==> src/rtl/hazard_fwd_unit_pkg.sv <==
// Shared encodings for the hazard/forwarding controller: forward selects,
// result sources, Tuse classes, and the per-stage Tnew rule.
package hazard_fwd_unit_pkg;

    typedef enum logic [2:0] {
        FWD_REG   = 3'd0,
        FWD_AO_M  = 3'd1,
        FWD_AO_W  = 3'd2,
        FWD_PC8_M = 3'd3,
        FWD_PC8_W = 3'd4,
        FWD_DM_W  = 3'd5
    } fwd_sel_e;

    typedef enum logic [1:0] {
        SRC_NONE = 2'd0,
        SRC_ALU  = 2'd1,
        SRC_DM   = 2'd2,
        SRC_PC8  = 2'd3
    } src_e;

    typedef enum logic [1:0] {
        TUSE_D     = 2'd0,
        TUSE_E     = 2'd1,
        TUSE_M     = 2'd2,
        TUSE_NEVER = 2'd3
    } tuse_e;

    typedef enum logic [1:0] {
        STAGE_E = 2'd0,
        STAGE_M = 2'd1,
        STAGE_W = 2'd2
    } stage_e;

    // Cycles until a producer sitting in the given stage has its result on a forward path.
    function automatic logic [1:0] tnew(input stage_e stage, input src_e src);
        logic [1:0] t;
        t = 2'd0;
        case (stage)
            STAGE_E: begin
                if (src == SRC_ALU)
                    t = 2'd1;
                else if (src == SRC_DM)
                    t = 2'd2;
            end
            STAGE_M: begin
                if (src == SRC_DM)
                    t = 2'd1;
            end
            STAGE_W: t = 2'd0;
            default: t = 2'd0;
        endcase
        return t;
    endfunction

endpackage

==> src/rtl/hazard_fwd_unit_fwd_pick.sv <==
// One forward-select picker: nearest-first (M over W) among slots whose result is ready.
// Callers disable a slot by tying its valid input low.
module hazard_fwd_unit_fwd_pick
    import hazard_fwd_unit_pkg::*;
#(
    parameter int REG_AW = 5
) (
    input  logic [REG_AW-1:0] op_i,
    input  logic              m_valid_i,
    input  logic [REG_AW-1:0] m_dst_i,
    input  src_e              m_src_i,
    input  logic              w_valid_i,
    input  logic [REG_AW-1:0] w_dst_i,
    input  src_e              w_src_i,
    output logic [2:0]        sel_o
);

    logic m_hit;
    logic w_hit;

    assign m_hit = m_valid_i && (m_dst_i != '0) && (m_dst_i == op_i) && (m_src_i != SRC_NONE);
    assign w_hit = w_valid_i && (w_dst_i != '0) && (w_dst_i == op_i) && (w_src_i != SRC_NONE);

    // A load still in M is not ready; it falls through to W (the stall keeps that case unreachable).
    always_comb begin
        sel_o = FWD_REG;
        if (m_hit && (m_src_i == SRC_ALU)) begin
            sel_o = FWD_AO_M;
        end else if (m_hit && (m_src_i == SRC_PC8)) begin
            sel_o = FWD_PC8_M;
        end else if (w_hit) begin
            case (w_src_i)
                SRC_ALU: sel_o = FWD_AO_W;
                SRC_PC8: sel_o = FWD_PC8_W;
                SRC_DM:  sel_o = FWD_DM_W;
                default: sel_o = FWD_REG;
            endcase
        end
    end

endmodule

==> src/rtl/hazard_fwd_unit.sv <==
// Stall/forward controller for the 5-stage pipeline: shadow E/M/W write descriptors plus Tuse/Tnew checks.
// Optional macro HAZARD_DFWD_W_EN: D-stage compare selects also take W-slot results.
module hazard_fwd_unit
    import hazard_fwd_unit_pkg::*;
#(
    parameter int REG_AW = 5,
    parameter int SEL_W  = 3
) (
    input  logic              clk,
    input  logic              reset,
    input  logic [REG_AW-1:0] d_rs,
    input  logic [REG_AW-1:0] d_rt,
    input  logic [1:0]        d_tuse_rs,
    input  logic [1:0]        d_tuse_rt,
    input  logic [REG_AW-1:0] d_dst,
    input  logic [1:0]        d_src,
    output logic              stall,
    output logic [SEL_W-1:0]  rs_Dforward,
    output logic [SEL_W-1:0]  rt_Dforward,
    output logic [SEL_W-1:0]  rs_Eforward,
    output logic [SEL_W-1:0]  rt_Eforward,
    output logic [SEL_W-1:0]  rt_Mforward
);

`ifdef HAZARD_DFWD_W_EN
    localparam logic D_USE_W = 1'b1;
`else
    localparam logic D_USE_W = 1'b0;
`endif

    localparam int N_PICK = 5;
    localparam int P_RS_D = 0;
    localparam int P_RT_D = 1;
    localparam int P_RS_E = 2;
    localparam int P_RT_E = 3;
    localparam int P_RT_M = 4;

    logic              e_valid_q, e_valid_d;
    logic [REG_AW-1:0] e_dst_q, e_dst_d;
    src_e              e_src_q, e_src_d;
    logic [REG_AW-1:0] e_rs_q, e_rs_d;
    logic [REG_AW-1:0] e_rt_q, e_rt_d;

    logic              m_valid_q, m_valid_d;
    logic [REG_AW-1:0] m_dst_q, m_dst_d;
    src_e              m_src_q, m_src_d;
    logic [REG_AW-1:0] m_rt_q, m_rt_d;

    logic              w_valid_q, w_valid_d;
    logic [REG_AW-1:0] w_dst_q, w_dst_d;
    src_e              w_src_q, w_src_d;

    function automatic logic slot_hit(input logic valid, input logic [REG_AW-1:0] dst,
                                      input src_e src, input logic [REG_AW-1:0] op);
        return valid && (dst != '0) && (dst == op) && (src != SRC_NONE);
    endfunction

    logic [1:0] e_tnew;
    logic [1:0] m_tnew;
    logic       stall_rs;
    logic       stall_rt;
    logic       stall_raw;

    assign e_tnew = tnew(STAGE_E, e_src_q);
    assign m_tnew = tnew(STAGE_M, m_src_q);

    // W is excluded: its value reaches D through register-file write-through or the W forward path.
    assign stall_rs = (d_tuse_rs != TUSE_NEVER) &&
                      ((slot_hit(e_valid_q, e_dst_q, e_src_q, d_rs) && (e_tnew > d_tuse_rs)) ||
                       (slot_hit(m_valid_q, m_dst_q, m_src_q, d_rs) && (m_tnew > d_tuse_rs)));
    assign stall_rt = (d_tuse_rt != TUSE_NEVER) &&
                      ((slot_hit(e_valid_q, e_dst_q, e_src_q, d_rt) && (e_tnew > d_tuse_rt)) ||
                       (slot_hit(m_valid_q, m_dst_q, m_src_q, d_rt) && (m_tnew > d_tuse_rt)));
    assign stall_raw = stall_rs || stall_rt;

    always_comb begin
        e_valid_d = 1'b1;
        e_dst_d   = d_dst;
        e_src_d   = src_e'(d_src);
        e_rs_d    = d_rs;
        e_rt_d    = d_rt;
        if (stall_raw) begin
            e_valid_d = 1'b0;
            e_dst_d   = '0;
            e_src_d   = SRC_NONE;
            e_rs_d    = '0;
            e_rt_d    = '0;
        end
        m_valid_d = e_valid_q;
        m_dst_d   = e_dst_q;
        m_src_d   = e_src_q;
        m_rt_d    = e_rt_q;
        w_valid_d = m_valid_q;
        w_dst_d   = m_dst_q;
        w_src_d   = m_src_q;
    end

    always_ff @(posedge clk or posedge reset) begin
        if (reset) begin
            e_valid_q <= 1'b0;
            e_dst_q   <= '0;
            e_src_q   <= SRC_NONE;
            e_rs_q    <= '0;
            e_rt_q    <= '0;
            m_valid_q <= 1'b0;
            m_dst_q   <= '0;
            m_src_q   <= SRC_NONE;
            m_rt_q    <= '0;
            w_valid_q <= 1'b0;
            w_dst_q   <= '0;
            w_src_q   <= SRC_NONE;
        end else begin
            e_valid_q <= e_valid_d;
            e_dst_q   <= e_dst_d;
            e_src_q   <= e_src_d;
            e_rs_q    <= e_rs_d;
            e_rt_q    <= e_rt_d;
            m_valid_q <= m_valid_d;
            m_dst_q   <= m_dst_d;
            m_src_q   <= m_src_d;
            m_rt_q    <= m_rt_d;
            w_valid_q <= w_valid_d;
            w_dst_q   <= w_dst_d;
            w_src_q   <= w_src_d;
        end
    end

    logic [REG_AW-1:0] pick_op    [N_PICK];
    logic              pick_m_en  [N_PICK];
    logic              pick_w_en  [N_PICK];
    logic [2:0]        pick_sel   [N_PICK];

    assign pick_op[P_RS_D]   = d_rs;
    assign pick_op[P_RT_D]   = d_rt;
    assign pick_op[P_RS_E]   = e_rs_q;
    assign pick_op[P_RT_E]   = e_rt_q;
    assign pick_op[P_RT_M]   = m_rt_q;

    // Store data in M can only be fed from W; the slot in M is the store itself.
    assign pick_m_en[P_RS_D] = m_valid_q;
    assign pick_m_en[P_RT_D] = m_valid_q;
    assign pick_m_en[P_RS_E] = m_valid_q;
    assign pick_m_en[P_RT_E] = m_valid_q;
    assign pick_m_en[P_RT_M] = 1'b0;

    assign pick_w_en[P_RS_D] = w_valid_q & D_USE_W;
    assign pick_w_en[P_RT_D] = w_valid_q & D_USE_W;
    assign pick_w_en[P_RS_E] = w_valid_q;
    assign pick_w_en[P_RT_E] = w_valid_q;
    assign pick_w_en[P_RT_M] = w_valid_q;

    for (genvar gi = 0; gi < N_PICK; gi++) begin : g_pick
        hazard_fwd_unit_fwd_pick #(
            .REG_AW (REG_AW)
        ) u_pick (
            .op_i      (pick_op[gi]),
            .m_valid_i (pick_m_en[gi]),
            .m_dst_i   (m_dst_q),
            .m_src_i   (m_src_q),
            .w_valid_i (pick_w_en[gi]),
            .w_dst_i   (w_dst_q),
            .w_src_i   (w_src_q),
            .sel_o     (pick_sel[gi])
        );
    end

    assign stall       = stall_raw & ~reset;
    assign rs_Dforward = reset ? '0 : SEL_W'(pick_sel[P_RS_D]);
    assign rt_Dforward = reset ? '0 : SEL_W'(pick_sel[P_RT_D]);
    assign rs_Eforward = reset ? '0 : SEL_W'(pick_sel[P_RS_E]);
    assign rt_Eforward = reset ? '0 : SEL_W'(pick_sel[P_RT_E]);
    assign rt_Mforward = reset ? '0 : SEL_W'(pick_sel[P_RT_M]);

endmodule
==> config.mk <==
export PLATFORM = sky130hd
export DESIGN_NAME = hazard_fwd_unit
export DESIGN_NICKNAME = d
export VERILOG_FILES = /design/src/rtl/hazard_fwd_unit_pkg.sv /design/src/rtl/hazard_fwd_unit_fwd_pick.sv /design/src/rtl/hazard_fwd_unit.sv
export SDC_FILE = /design/constraint.sdc
export NUM_CORES = 1
export LEC_CHECK = 0
export BUFFER_PORTS_ARGS = -buffer_cell sky130_fd_sc_hd__buf_4
export CAP_MARGIN = 10
export CORE_UTILIZATION = 28
export DETAILED_ROUTE_END_ITERATION = 8
export GPL_TIMING_DRIVEN = 0
export HOLD_SLACK_MARGIN = 0.03
export PLACE_DENSITY_LB_ADDON = 0.12
export SYNTH_ARGS = -nofsm -noshare
export SYNTH_HDL_FRONTEND = slang
export SYNTH_SLANG_ARGS = --single-unit
==> constraint.sdc <==
create_clock -name clk -period 4.05 [get_ports clk]
set_input_delay 1.215 -clock clk [delete_from_list [all_inputs] [get_ports clk]]
set_output_delay 1.215 -clock clk [all_outputs]
set_load 0.01 [all_outputs]
**Word-level counts from Yosys, hierarchy flattened**

Index checks and enable logic that the tools add are counted.

- Register bits: 39
- Input port bits: 23
- Output and inout port bits: 16

- $lt $le $gt $ge: 4
- Eq/ne operators: 19
- Multiplexer cells: 25
- Bitwise operators: 2
- Reductions and logical operators: 44

Operators with widths:

| kind | number |
|---|---|
| $eq 5x5->1 | 9 |
| $mux 3 | 14 |
| $logic_and 1x1->1 | 35 |
| $mux 5 | 3 |
| $reduce_bool 5->1 | 3 |
| $eq 2x2->1 const B | 5 |
| $mux 2 | 5 |
| $pmux 3 s3 | 1 |
| $gt 2x2->1 | 4 |
| $eq 2x1->1 const B | 3 |
| $reduce_bool 2->1 | 3 |
| $ne 2x2->1 const B | 2 |
| $logic_or 1x1->1 | 3 |
| $mux 1 | 2 |
| $and 1x1->1 | 1 |
| $not 1->1 | 1 |

**Longest topological paths before layout**

Gate-level depths: netlist of the first run.

- Depth in word-level cells: 9
- Mapped depth: 8
- Mapped depth without buffers: 7

**Modules after synthesis**

A second synthesis of the first run with hierarchy kept.

- Cell total of the unflattened synthesis: 258
- Area total of the unflattened synthesis: 2690.1 sq um

By module, submodules not included:

| module | instances | cells each | area each (sq um) | sequential area each (sq um) |
|---|---|---|---|---|
| hazard_fwd_unit | 1 | 133 | 1664.1 | 975.9 |
| hazard_fwd_unit_fwd_pick | 5 | 25 | 205.2 | 0.0 |

**Worst setup path after synthesis of the first run**

Ideal clock, no wire load.

- Path type: input to output
- Start: input port d_rs[2]
- End: output port stall
- Data arrival time: 2.701 ns
- Required time: 2.835 ns
- Path slack: 0.134 ns
- Stages on the path: 7
- Path through: xor2_1 or4_4 nor4_4 o2bb2a_4 buf_6 buf_6 a21oi_1

- Longest elaborated chain between the ends: 8
- Elaborated cells between the ends (all ways): 12
- Those cells by class: eq/ne: 2; bitwise: 1; reduce/logical: 9

Ends and longest elaborated chain:

| item | RTL line | RTL |
|---|---|---|
| start, declared | hazard_fwd_unit.sv:11 | `input logic [REG_AW-1:0] d_rs,` |
| $eq 5x5->1 | hazard_fwd_unit.sv:55 | `return valid && (dst != '0) && (dst == op) && (src != SRC_NONE);` |
| $logic_and 1x1->1 (2 in a row) | hazard_fwd_unit.sv:55 |  |
| $logic_and 1x1->1 (on tied branches) | hazard_fwd_unit.sv:69, hazard_fwd_unit.sv:70 |  |
| $logic_or 1x1->1 (*) | hazard_fwd_unit.sv:69 | `((slot_hit(e_valid_q, e_dst_q, e_src_q, d_rs) && (e_tnew > d_tuse_rs)) \|\|` |
| $logic_and 1x1->1 (*) | hazard_fwd_unit.sv:68 | `assign stall_rs = (d_tuse_rs != TUSE_NEVER) &&` |
| $logic_or 1x1->1 (*) | hazard_fwd_unit.sv:74 | `assign stall_raw = stall_rs \|\| stall_rt;` |
| $and 1x1->1 (*) | hazard_fwd_unit.sv:167 | `assign stall = stall_raw & ~reset;` |
| end, declared | hazard_fwd_unit.sv:17 | `output logic stall,` |

Every way passes the cells marked *; elsewhere a longest branch is shown, timed or not.

**Worst setup path after layout of the first run**

- Start: input port d_rs[4]
- End: output port stall

Same word-level chain as after synthesis.

==> results by group, run 1 <==
Status
  • Outcome: finished, final reports clean

Route
  • Post-Route WL: 4.91 mm
  • Antenna-violating nets left: 0
  • DRC violation total after the first TritonRoute iteration: 29
  • Via-to-Cell Ratio: 4.38
  • Average wire per standard cell: 14.8 um
  • Vias post-DR: 1450
  • DRC errors left: 0
  • Drt pass-1 iters: 4

Layout
  • Layout filler cell count: 737
  • Register area: 976 sq um
  • Multi-input logic area: 0.00101 sq mm
  • Layout area overhead: 26.5%
  • ANT cells: 0
  • Final cell count without fillers: 331
  • Commonest non-fill, non-tap cell in the layout: buf_4
  • Layout cell share with drive strength beyond 1: 0.281
  • Fin area: 0.00260 sq mm
  • Nets: 263
  • Most frequent cells in the layout: 46 x buf_4, 39 x dfrtp_1, 24 x xnor2_1

Setup path
  • Reg2Reg Depth: 8
  • CP max-delay cell: or4_4
  • Top cell by count, worst path: buf_4
  • Crit Path Category: in -> out
  • Crit. End Element: primary output
  • Flop-to-flop setup slack: 1.78 ns
  • Worst-path cell chain: buf_4, xor2_1, or4_4, nor4_4, o2bb2a_4, a21oi_2, buf_4
  • Worst Path Max Fanout: 3
  • Worst setup SP type: primary input
  • Critical R2R Launch: m_dst_q[3]
  • Setup crit start: d_rs[4]
  • Worst path max stage delay: 0.53 ns
  • Worst EP required: 2.83 ns
  • WP data arrival: 2.68 ns

Synth
  • Compound-gate portion of the synthesized area: 0.0585
  • Main combinational cell family by area after synthesis: XOR/XNOR gates
  • Number of synthesized register bits: 39
  • Syn_area_per_cell: 10.9 sq um
  • Yosys warning total: 0
  • Post-synthesis cell area: 0.00205 sq mm
  • Post-Synth XOR/XNOR Area: 0.192
  • Syn Inst Count: 188
  • Share of Yosys cell area claimed by the top area cell type: 0.475
  • Yosys top cell by area: dfrtp_1
  • Multiplexer share of the synthesized area: 0
  • Synth area leaders: dfrtp_1 48%, xnor2_1 10%, xor2_1 9.0%
  • Post-synthesis simple-gate area fraction: 0.186
  • Sequential area share after synthesis: 0.475
  • Yosys cell types: 35
  • Adder-cell area share of the yosys netlist: 0.0365

STA
  • Slew HR: 0.413
  • Post-layout min period: 3.90 ns
  • Worst Max-Slew Pin Slew: 0.879 ns
  • Max Freq: 257 MHz
  • Endpoints failing setup: 0
  • RSZ-0062 raised after global routing: no
  • Final Hold Fails: 0
  • Final Max Tran Viols: 0
  • Fin crit share: 0.962
  • Layout Skew: 0.00288 ns

Floorplan
  • Core area: 0.00694 sq mm
  • Die Span X: 87.7 um
  • Die height: 87.7 um
  • Initial core utilization: 0.296
  • # rows: 30
  • # IOs: 39
  • Die area: 0.00768 sq mm

Min path
  • Hold Path Stages: 0
  • Worst min-delay path class: reg -> reg
  • Hold path start: m_dst_q[0]

Global routing
  • First-pass GRT wire length: 7.73 mm
  • Grt ovf: 0
  • Pin count of the biggest net entering global routing: 45
  • Global Route Usage Sum: 0.140
  • Vias in the first global route: 1516
  • Antenna violations before repair: 0

CTS
  • Maximum root-to-sink buffer count: 2
  • CTS tree: done
  • Clock slew at reported path FFs: 0.07 ns
  • H-tree levels: 2
  • CTS Sinks: 39
  • Clk Latency, worst-skew pair: 0.29 ns
  • Hold-fix buffers at CTS: 0
  • Cts bufs inserted: 5
  • Root Driver: clkbuf_8

Placement
  • PortBufs: 36
  • RD Place Congestion: 0.770
  • Dpl cell area: 0.00245 sq mm
  • Placed Cells: 321
  • Post-DP HPWL: 3.73 mm

Power
  • Peak VDD IR: 0.124 mV
  • PwrDens: 334 mW/mm^2
  • Leakage power: 0.00113 uW

Flow run
  • Max-cap violations: 0
-- cells in the mapped netlist --
library cell and n:
buf_4 5, nor2_1 7, nor2b_1 2, conb_1 1
o21ai_0 2, buf_2 1, o32ai_1 2, a21oi_1 5
nor4_4 1, and2_1 1, nor4_1 4, and4_1 1
dfrtp_1 39, nor3_1 6, or3_1 1, o21ai_1 1
or4_1 4, nand3_1 3, o221ai_1 1, nand2_1 9
nand4_1 4, xnor2_1 24, inv_1 6, nor2_2 1
a22oi_1 2, ha_1 6, o211a_1 1, and3_1 18
buf_6 3, clkbuf_1 1, o2111ai_1 1, nand2b_1 2
or4_4 1, o2bb2a_4 1, xor2_1 21
-- final cells by class --
class / instances / area share
multi-input cells: 134 / 0.390
flip-flops and latches: 39 / 0.376
repair buffers: 41 / 0.118
well taps: 96 / 0.0462
clock buffers: 7 / 0.0371
plain buffers: 7 / 0.0207
inverters: 6 / 0.00867
clock inverters: 1 / 0.00289
-- what timing repair did --
action / 4_1_cts / 5_1_grt
resized for setup: 3 / 3
setup endpoints to repair: 1 / 3
pin swaps: 4 / 4
buffers inserted: 4 / 1
-- path summary, 6_finish.rpt --
| kind | endpoint |
|---|---|
| max in group asynchronous | w_dst_q[2] |
| hold / removal | w_dst_q[0] |
| min in group asynchronous | e_dst_q[0] |
| setup / recovery | stall |
| hold reg to reg | w_dst_q[0] |
| setup reg to reg | e_rt_q[0] |
-- power by group --
| group | internal, uW | leakage, uW | switching (uW) |
|---|---|---|---|
| registers | 413 | 0.000448 | 25.6 |
| logic | 72.0 | 0.000629 | 71.6 |
| clock network | 155 | 0.0000505 | 131 |
-- state kept, by name, summed over array words and instances, names as in the netlist --
register   flops
e_dst_q        5
e_rs_q         5
e_rt_q         5
e_src_q        2
e_valid_q      1
m_dst_q        5
m_rt_q         5
m_src_q        2
m_valid_q      1
w_dst_q        5
w_src_q        2
w_valid_q      1
-- metrics by stage --
stage	setup WS [ns]	utilization	setup TNS [ns]	hold slack (ns)	total power [uW]
2_1_floorplan	0.134	-	0	0.348	534
3_3_place_gp	-0.462	0.353	-2.85	0.355	588
3_5_place_dp	-0.483	0.353	-0.483	0.357	589
4_1_cts	0.0115	0.370	0	0.375	882
5_1_grt	0.0223	0.374	0	0.379	918
6_report	0.152	0.374	0	0.370	868
-- routing by layer --
layer	up-vias	track usage	routed length, um	part of all wire
li1	732	-	-	-
met1	672	0.178	2250	0.46
met2	38	0.234	2400	0.49
met3	8	0.0386	203	0.041
met4	0	0.0402	58	0.012
met5	-	0	0	0
-- kinds of logic after synthesis --
group	after synthesis
compound gates	16
simple gates	65
xor+xnor	45
fa+ha+maj	6
flops	39
buf+inv	16
other cells	1
-- critical path: cells and delay by family --
| kind | cells | cell delay [ns] |
|---|---|---|
| xor+xnor | 1 | 0.15 |
| buf+inv | 2 | 0.26 |
| compound gates | 2 | 0.34 |
| simple gates | 2 | 0.73 |
(Power assumes the default switching activity.)
==> run 2: changes to the inputs <==
--- a/config.mk
+++ b/config.mk
@@ -7,7 +7,7 @@
 export LEC_CHECK = 0
 export BUFFER_PORTS_ARGS = -buffer_cell sky130_fd_sc_hd__buf_4
 export CAP_MARGIN = 10
-export CORE_UTILIZATION = 28
+export CORE_UTILIZATION = 40
 export DETAILED_ROUTE_END_ITERATION = 8
 export GPL_TIMING_DRIVEN = 0
 export HOLD_SLACK_MARGIN = 0.03
==> results by group, run 2 (synthesized netlist as in run 1, its figures left out) <==
Status
  • Outcome: finished, final reports clean

Placement
  • Dpl cell area: 0.00241 sq mm (-1.5%)
  • RD Place Congestion: 0.755 (-1.9%)
  • Post-DP HPWL: 3.37 mm (-9.7%)
  • Placed Cells: 292 (-9.0%)
  • PortBufs: 36 (unchanged)

Floorplan
  • # IOs: 39 (unchanged)
  • # rows: 25 (-17%)
  • Die area: 0.00543 sq mm (-29%)
  • Die height: 73.7 um (-16%)
  • Core area: 0.00482 sq mm (-31%)
  • Die Span X: 73.7 um (-16%)
  • Initial core utilization: 0.426 (+0.131)

Min path
  • Hold Path Stages: 0 (unchanged)
  • Worst min-delay path class: reg -> reg

STA
  • Final Max Tran Viols: 0 (unchanged)
  • Fin crit share: 0.969 (+0.00680)
  • Worst Max-Slew Pin Slew: 0.842 ns (-0.0367 ns)
  • Endpoints failing setup: 0 (unchanged)
  • Post-layout min period: 3.93 ns (+0.0275 ns)
  • RSZ-0062 raised after global routing: no
  • Slew HR: 0.438 (+0.0245)
  • Max Freq: 255 MHz (-0.70%)
  • Layout Skew: 0.00648 ns (+0.00360 ns)
  • Hold_ws: 0.371 ns (+0.000731 ns)
  • Final Hold Fails: 0 (unchanged)

Setup path
  • Instance count on the critical path: 7 (unchanged)
  • CP max-delay cell: or4_4
  • Buffers & Inverters on Critical Path: 3 (+1)
  • Top cell by count, worst path: buf_4
  • Crit. End Element: primary output
  • Worst EP required: 2.83 ns (about the same)
  • CP top delay family: simple AND/OR/NAND/NOR gates
  • Worst setup SP type: primary input
  • Worst-path cell chain: buf_4, xor2_1, or4_4, nor4_4, buf_4, and4_1, buf_4
  • Reg2Reg Depth: 8 (unchanged)
  • Worst Path Max Fanout: 3 (unchanged)
  • Crit Path Category: in -> out
  • WP data arrival: 2.71 ns (+0.03 ns)
  • Worst path max stage delay: 0.52 ns (about the same)

CTS
  • CTS tree: done
  • Clock slew at reported path FFs: 0.08 ns (about the same)
  • Cts bufs inserted: 5 (unchanged)
  • CTS Sinks: 39 (unchanged)
  • Clk Latency, worst-skew pair: 0.29 ns (about the same)
  • Hold-fix buffers at CTS: 0 (unchanged)
  • Root Driver: clkbuf_8
  • H-tree levels: 2 (unchanged)
  • Maximum root-to-sink buffer count: 2 (unchanged)

Route
  • Antenna-violating nets left: 0 (unchanged)
  • Average wire per standard cell: 15.0 um (+1.3%)
  • Via-to-Cell Ratio: 4.88 (+11%)
  • DRC violation total after the first TritonRoute iteration: 72 (+150%)
  • Vias post-DR: 1475 (+1.7%)
  • DRC errors left: 0 (unchanged)
  • Drt pass-1 iters: 4 (unchanged)
  • Post-Route WL: 4.54 mm (-7.5%)

Layout
  • Fin area: 0.00255 sq mm (-1.9%)
  • Commonest non-fill, non-tap cell in the layout: buf_4
  • ANT cells: 0 (unchanged)
  • Nets: 263 (unchanged)
  • Most frequent cells in the layout: 46 x buf_4, 39 x dfrtp_1, 24 x xnor2_1
  • Layout cell share with drive strength beyond 1: 0.281 (unchanged)
  • Layout area overhead: 24.1%
  • Final cell count without fillers: 302 (-8.8%)
  • Multi-input logic area: 0.00102 sq mm (+0.62%)
  • Layout filler cell count: 465 (-37%)
  • Register area: 976 sq um (unchanged)

Power
  • Peak VDD IR: 0.224 mV (+81%)
  • Leakage power: 0.00113 uW (about the same)
  • PwrDens: 326 mW/mm^2 (-2.4%)

Global routing
  • Global Route Usage Sum: 0.188 (+0.0479)
  • Grt ovf: 0 (unchanged)
  • First-pass GRT wire length: 7.30 mm (-5.5%)
  • Pin count of the biggest net entering global routing: 45 (unchanged)
  • Antenna violations before repair: 0 (unchanged)
  • Vias in the first global route: 1451 (-4.3%)

Flow run
  • Max-cap violations: 0 (unchanged)
-- run 2: cell types whose count changed in the layout (fill, tap and decap cells not counted) --
cell / before / now
o2111ai_1: 0 / 1
o21ai_2: 1 / 0
a22oi_2: 0 / 1
clkbuf_8: 7 / 5
a22oi_1: 2 / 1
o2111ai_2: 1 / 0
o21ai_4: 0 / 1
clkinvlp_4: 1 / 0
clkinv_2: 0 / 3
-- run 2: repair_timing --
action	4_1_cts	5_1_grt
resized for setup	4	3
setup buffers	5	0
pin swaps	4	2
setup endpoints to repair	1	3
-- run 2: final timing paths --
kind / startpoint / to / slack (ns)
worst min register to register: m_dst_q[1] / w_dst_q[1] / 0.37
worst min-delay path: m_dst_q[1] / w_dst_q[1] / 0.37
min in group asynchronous: reset / w_dst_q[2] / 1.16
worst max-delay path: d_rs[3] / rs_Dforward[1] / 0.12
worst max register to register: m_src_q[1] / e_rs_q[0] / 1.64
max in group asynchronous: reset / m_dst_q[1] / 2.37
-- run 2: per-stage QoR --
step / TNS [ns] / total power (uW) / utilization / worst slack, ns
5_1_grt: 0 / 874 / 0.529 / 0.0610
2_1_floorplan: 0 / 534 / - / 0.134
4_1_cts: 0 / 836 / 0.524 / 0.00415
3_3_place_gp: -2.01 / 583 / 0.501 / -0.409
6_report: 0 / 831 / 0.529 / 0.125
3_5_place_dp: -0.425 / 585 / 0.501 / -0.425
-- run 2: area by class of cell --
cell class | count | share of cell area
buffer | 7 | 0.0211
clock buffer | 5 | 0.0270
clock inverter | 3 | 0.00589
inverter | 6 | 0.00884
multi-input combinational | 134 | 0.401
sequential | 39 | 0.383
tap | 67 | 0.0329
timing repair buffer | 41 | 0.121
-- run 2: per-layer routing --
layer | wire [um] | share of wire | global-route usage | up-vias
li1 | - | - | - | 736
met3 | 132 | 0.029 | 0.0288 | 6
met1 | 2120 | 0.47 | 0.246 | 699
met2 | 2220 | 0.49 | 0.314 | 34
met4 | 69 | 0.015 | 0.0726 | 0
met5 | 0 | 0 | 0 | -
-- run 2: power by group --
| part | leakage (uW) | switching (uW) | internal (uW) |
|---|---|---|---|
| combinational | 0.000631 | 71.1 | 72.7 |
| sequential | 0.000448 | 25.9 | 413 |
| clock | 0.0000477 | 130 | 118 |
==> run 3: changes to the inputs <==
--- a/config.mk
+++ b/config.mk
@@ -12,6 +12,7 @@
 export GPL_TIMING_DRIVEN = 0
 export HOLD_SLACK_MARGIN = 0.03
 export PLACE_DENSITY_LB_ADDON = 0.12
+export REMOVE_ABC_BUFFERS = 1
 export SYNTH_ARGS = -nofsm -noshare
 export SYNTH_HDL_FRONTEND = slang
 export SYNTH_SLANG_ARGS = --single-unit
==> results by group, run 3 (synthesized netlist as in run 1, its figures left out) <==
STA
  • Layout Skew: 0.00876 ns (+0.00228 ns)
  • Slew HR: 0.439 (+0.00133)
  • Final Hold Fails: 0 (unchanged)
  • Endpoints failing setup: 0 (unchanged)
  • Max Freq: 247 MHz (-2.9%)
  • Worst Max-Slew Pin Slew: 0.840 ns (-0.00199 ns)
  • Post-layout min period: 4.04 ns (+0.116 ns)
  • Final Max Tran Viols: 0 (unchanged)
  • Final WS setup: 0.00852 ns (-0.116 ns)
  • Hold_ws: 0.403 ns (+0.0318 ns)
  • RSZ-0062 raised after global routing: no
  • Fin crit share: 0.998 (+0.0287)

Min path
  • Hold Path Stages: 0 (unchanged)
  • Worst min-delay path class: reg -> reg
  • End of the worst hold path: m_valid_q
  • Hold path start: e_valid_q

Global routing
  • Met1 usage: 0.194 (-0.0526)
  • Global Route Usage Sum: 0.174 (-0.0142)
  • Pin count of the biggest net entering global routing: 45 (unchanged)
  • Antenna violations before repair: 0 (unchanged)
  • First-pass GRT wire length: 6.83 mm (-6.4%)
  • Met2 Track Usage GR: 0.303 (-0.0112)
  • Busiest layer in global routing: met2
  • Vias in the first global route: 1530 (+5.4%)
  • Grt ovf: 0 (unchanged)
  • GR Util met3: 0.0535 (+0.0247)

Layout
  • Commonest non-fill, non-tap cell in the layout: dfrtp_1
  • Layout area overhead: 19.4%
  • Util after Layout: 0.509 (-0.0197)
  • Fin area: 0.00245 sq mm (-3.7%)
  • Layout cell share with drive strength beyond 1: 0.240 (-0.0409)
  • Most frequent cells in the layout: 39 x dfrtp_1, 37 x buf_4, 24 x xnor2_1
  • Nets: 253 (-3.8%)
  • Layout filler cell count: 467 (+0.43%)
  • ANT cells: 0 (unchanged)

Floorplan
  • # rows: 25 (unchanged)
  • Initial core utilization: 0.426 (unchanged)
  • Die height: 73.7 um (unchanged)
  • # IOs: 39 (unchanged)
  • Core area: 0.00482 sq mm (unchanged)
  • Die Span X: 73.7 um (unchanged)
  • Die area: 0.00543 sq mm (unchanged)

CTS
  • Hold-fix buffers at CTS: 0 (unchanged)
  • Clk Latency, worst-skew pair: 0.30 ns (about the same)
  • Cts bufs inserted: 5 (unchanged)
  • Root Driver: clkbuf_8
  • H-tree levels: 2 (unchanged)
  • CTS Sinks: 39 (unchanged)
  • Clock slew at reported path FFs: 0.07 ns (about the same)
  • CTS tree: done
  • Maximum root-to-sink buffer count: 2 (unchanged)

Power
  • PwrDens: 337 mW/mm^2 (+3.4%)
  • Power, Total: 827 uW (-0.46%)
  • P_int: 598 uW (-0.83%)
  • Leakage power: 0.00107 uW (-5.3%)
  • NetSw: 228 uW (+0.53%)
  • Net switching share of the total power: 0.276 (+0.00273)
  • Gate power share: 0.153 (-0.020)
  • Clock share of power: 0.310 (+0.012)
  • Sequential fraction of design power: 0.536 (+0.007)
  • Peak VDD IR: 0.241 mV (+7.5%)

Flow run
  • Max-cap violations: 0 (unchanged)

Setup path
  • Flop-to-flop setup slack: 1.77 ns (+0.13 ns)
  • Worst-path cell chain: buf_4, inv_1, ha_1, a22oi_1, nand4_1, nor4_2, o21ai_2, a21oi_2, buf_4
  • Reg2reg end: e_dst_q[2]
  • WP data arrival: 2.83 ns (+0.12 ns)
  • Worst path max stage delay: 0.34 ns (-0.18 ns)
  • CP max-delay cell: nor4_2
  • Worst EP required: 2.83 ns (about the same)
  • Worst Path Max Fanout: 3 (unchanged)
  • Crit. End Element: primary output
  • Top cell by count, worst path: buf_4
  • Worst setup SP type: primary input
  • Reg2Reg Depth: 8 (unchanged)
  • Critical R2R Launch: e_src_q[0]
  • Crit Path Category: in -> out

Placement
  • Post-DP HPWL: 3.23 mm (-3.9%)
  • Dpl cell area: 0.00233 sq mm (-3.3%)
  • PortBufs: 36 (unchanged)
  • RD Place Congestion: 0.886 (+17%)
  • Place WS: -0.385 ns (+0.0402 ns)

Route
  • Drt pass-1 iters: 4 (unchanged)
  • Via-to-Cell Ratio: 5.09 (+4.2%)
  • Vias post-DR: 1486 (+0.75%)
  • Average wire per standard cell: 14.4 um (-4.2%)
  • Antenna-violating nets left: 0 (unchanged)
  • Post-Route WL: 4.21 mm (-7.3%)
  • DRC errors left: 0 (unchanged)
  • DRC violation total after the first TritonRoute iteration: 28 (-61%)

Status
  • Outcome: finished, final reports clean
-- run 3: cell types whose count changed in the layout (fill, tap and decap cells not counted), sizes merged --
cell,previous run,this run
clkinvlp,0,2
buf,48,38
clkinv,3,1
-- run 3: final cells by class --
type | instances | area (sq um) | area share
well taps | 67 | 83.8 | 0.0342
repair buffers | 38 | 289 | 0.118
flip-flops and latches | 39 | 976 | 0.398
multi-input cells | 134 | 993 | 0.405
clock inverters | 3 | 20.0 | 0.00816
clock buffers | 5 | 68.8 | 0.0280
inverters | 6 | 22.5 | 0.00918
-- run 3: what timing repair did --
item | 4_1_cts | 5_1_grt
setup buffers | 2 | 0
gates resized for setup | 4 | 0
cloned | 0 | 0
pin swaps | 5 | 1
endpoints found under the setup margin | 1 | 1
-- run 3: worst max-delay path by stage --
stage / startpoint / endpoint / slack (ns) / cells after the start
6_report: d_tuse_rs[1] / stall / 0.009 / 9
5_1_grt: d_tuse_rs[1] / stall / 0.01 / 9
4_1_cts: d_rs[3] / stall / 0.02 / 7
3_5_place_dp: d_tuse_rt[1] / stall / -0.38 / 9
3_3_place_gp: d_tuse_rt[1] / stall / -0.32 / 9
2_1_floorplan: d_tuse_rs[1] / stall / 0.27 / 7
-- run 3: routing by layer --
layer | vias up | part of all wire
met5 | - | 0
met4 | 0 | 0.032
met3 | 13 | 0.036
met2 | 43 | 0.51
met1 | 716 | 0.42
li1 | 714 | -
-- run 3: power groups by stage --
stage	clock network, uW	logic, uW	registers [uW]
finish	257	127	444
global route	281	142	447
CTS	264	128	443
detailed placement	0	125	451
global placement	0	121	451
floorplan	0	83.6	444
-- run 3: per-stage QoR --
step | instances | setup TNS, ns
final | 292 | 0
after global routing | 292 | 0
after CTS | 292 | 0
after detailed placement | 282 | -0.385
after global placement | 282 | -1.67
after floorplan | 179 | 0
-- run 3: critical path, delay by kind of cell --
| family | cells | cell delay [ns] |
|---|---|---|
| compound gates | 3 | 0.54 |
| simple gates | 2 | 0.50 |
| buf+inv | 3 | 0.27 |
| fa+ha+maj | 1 | 0.31 |
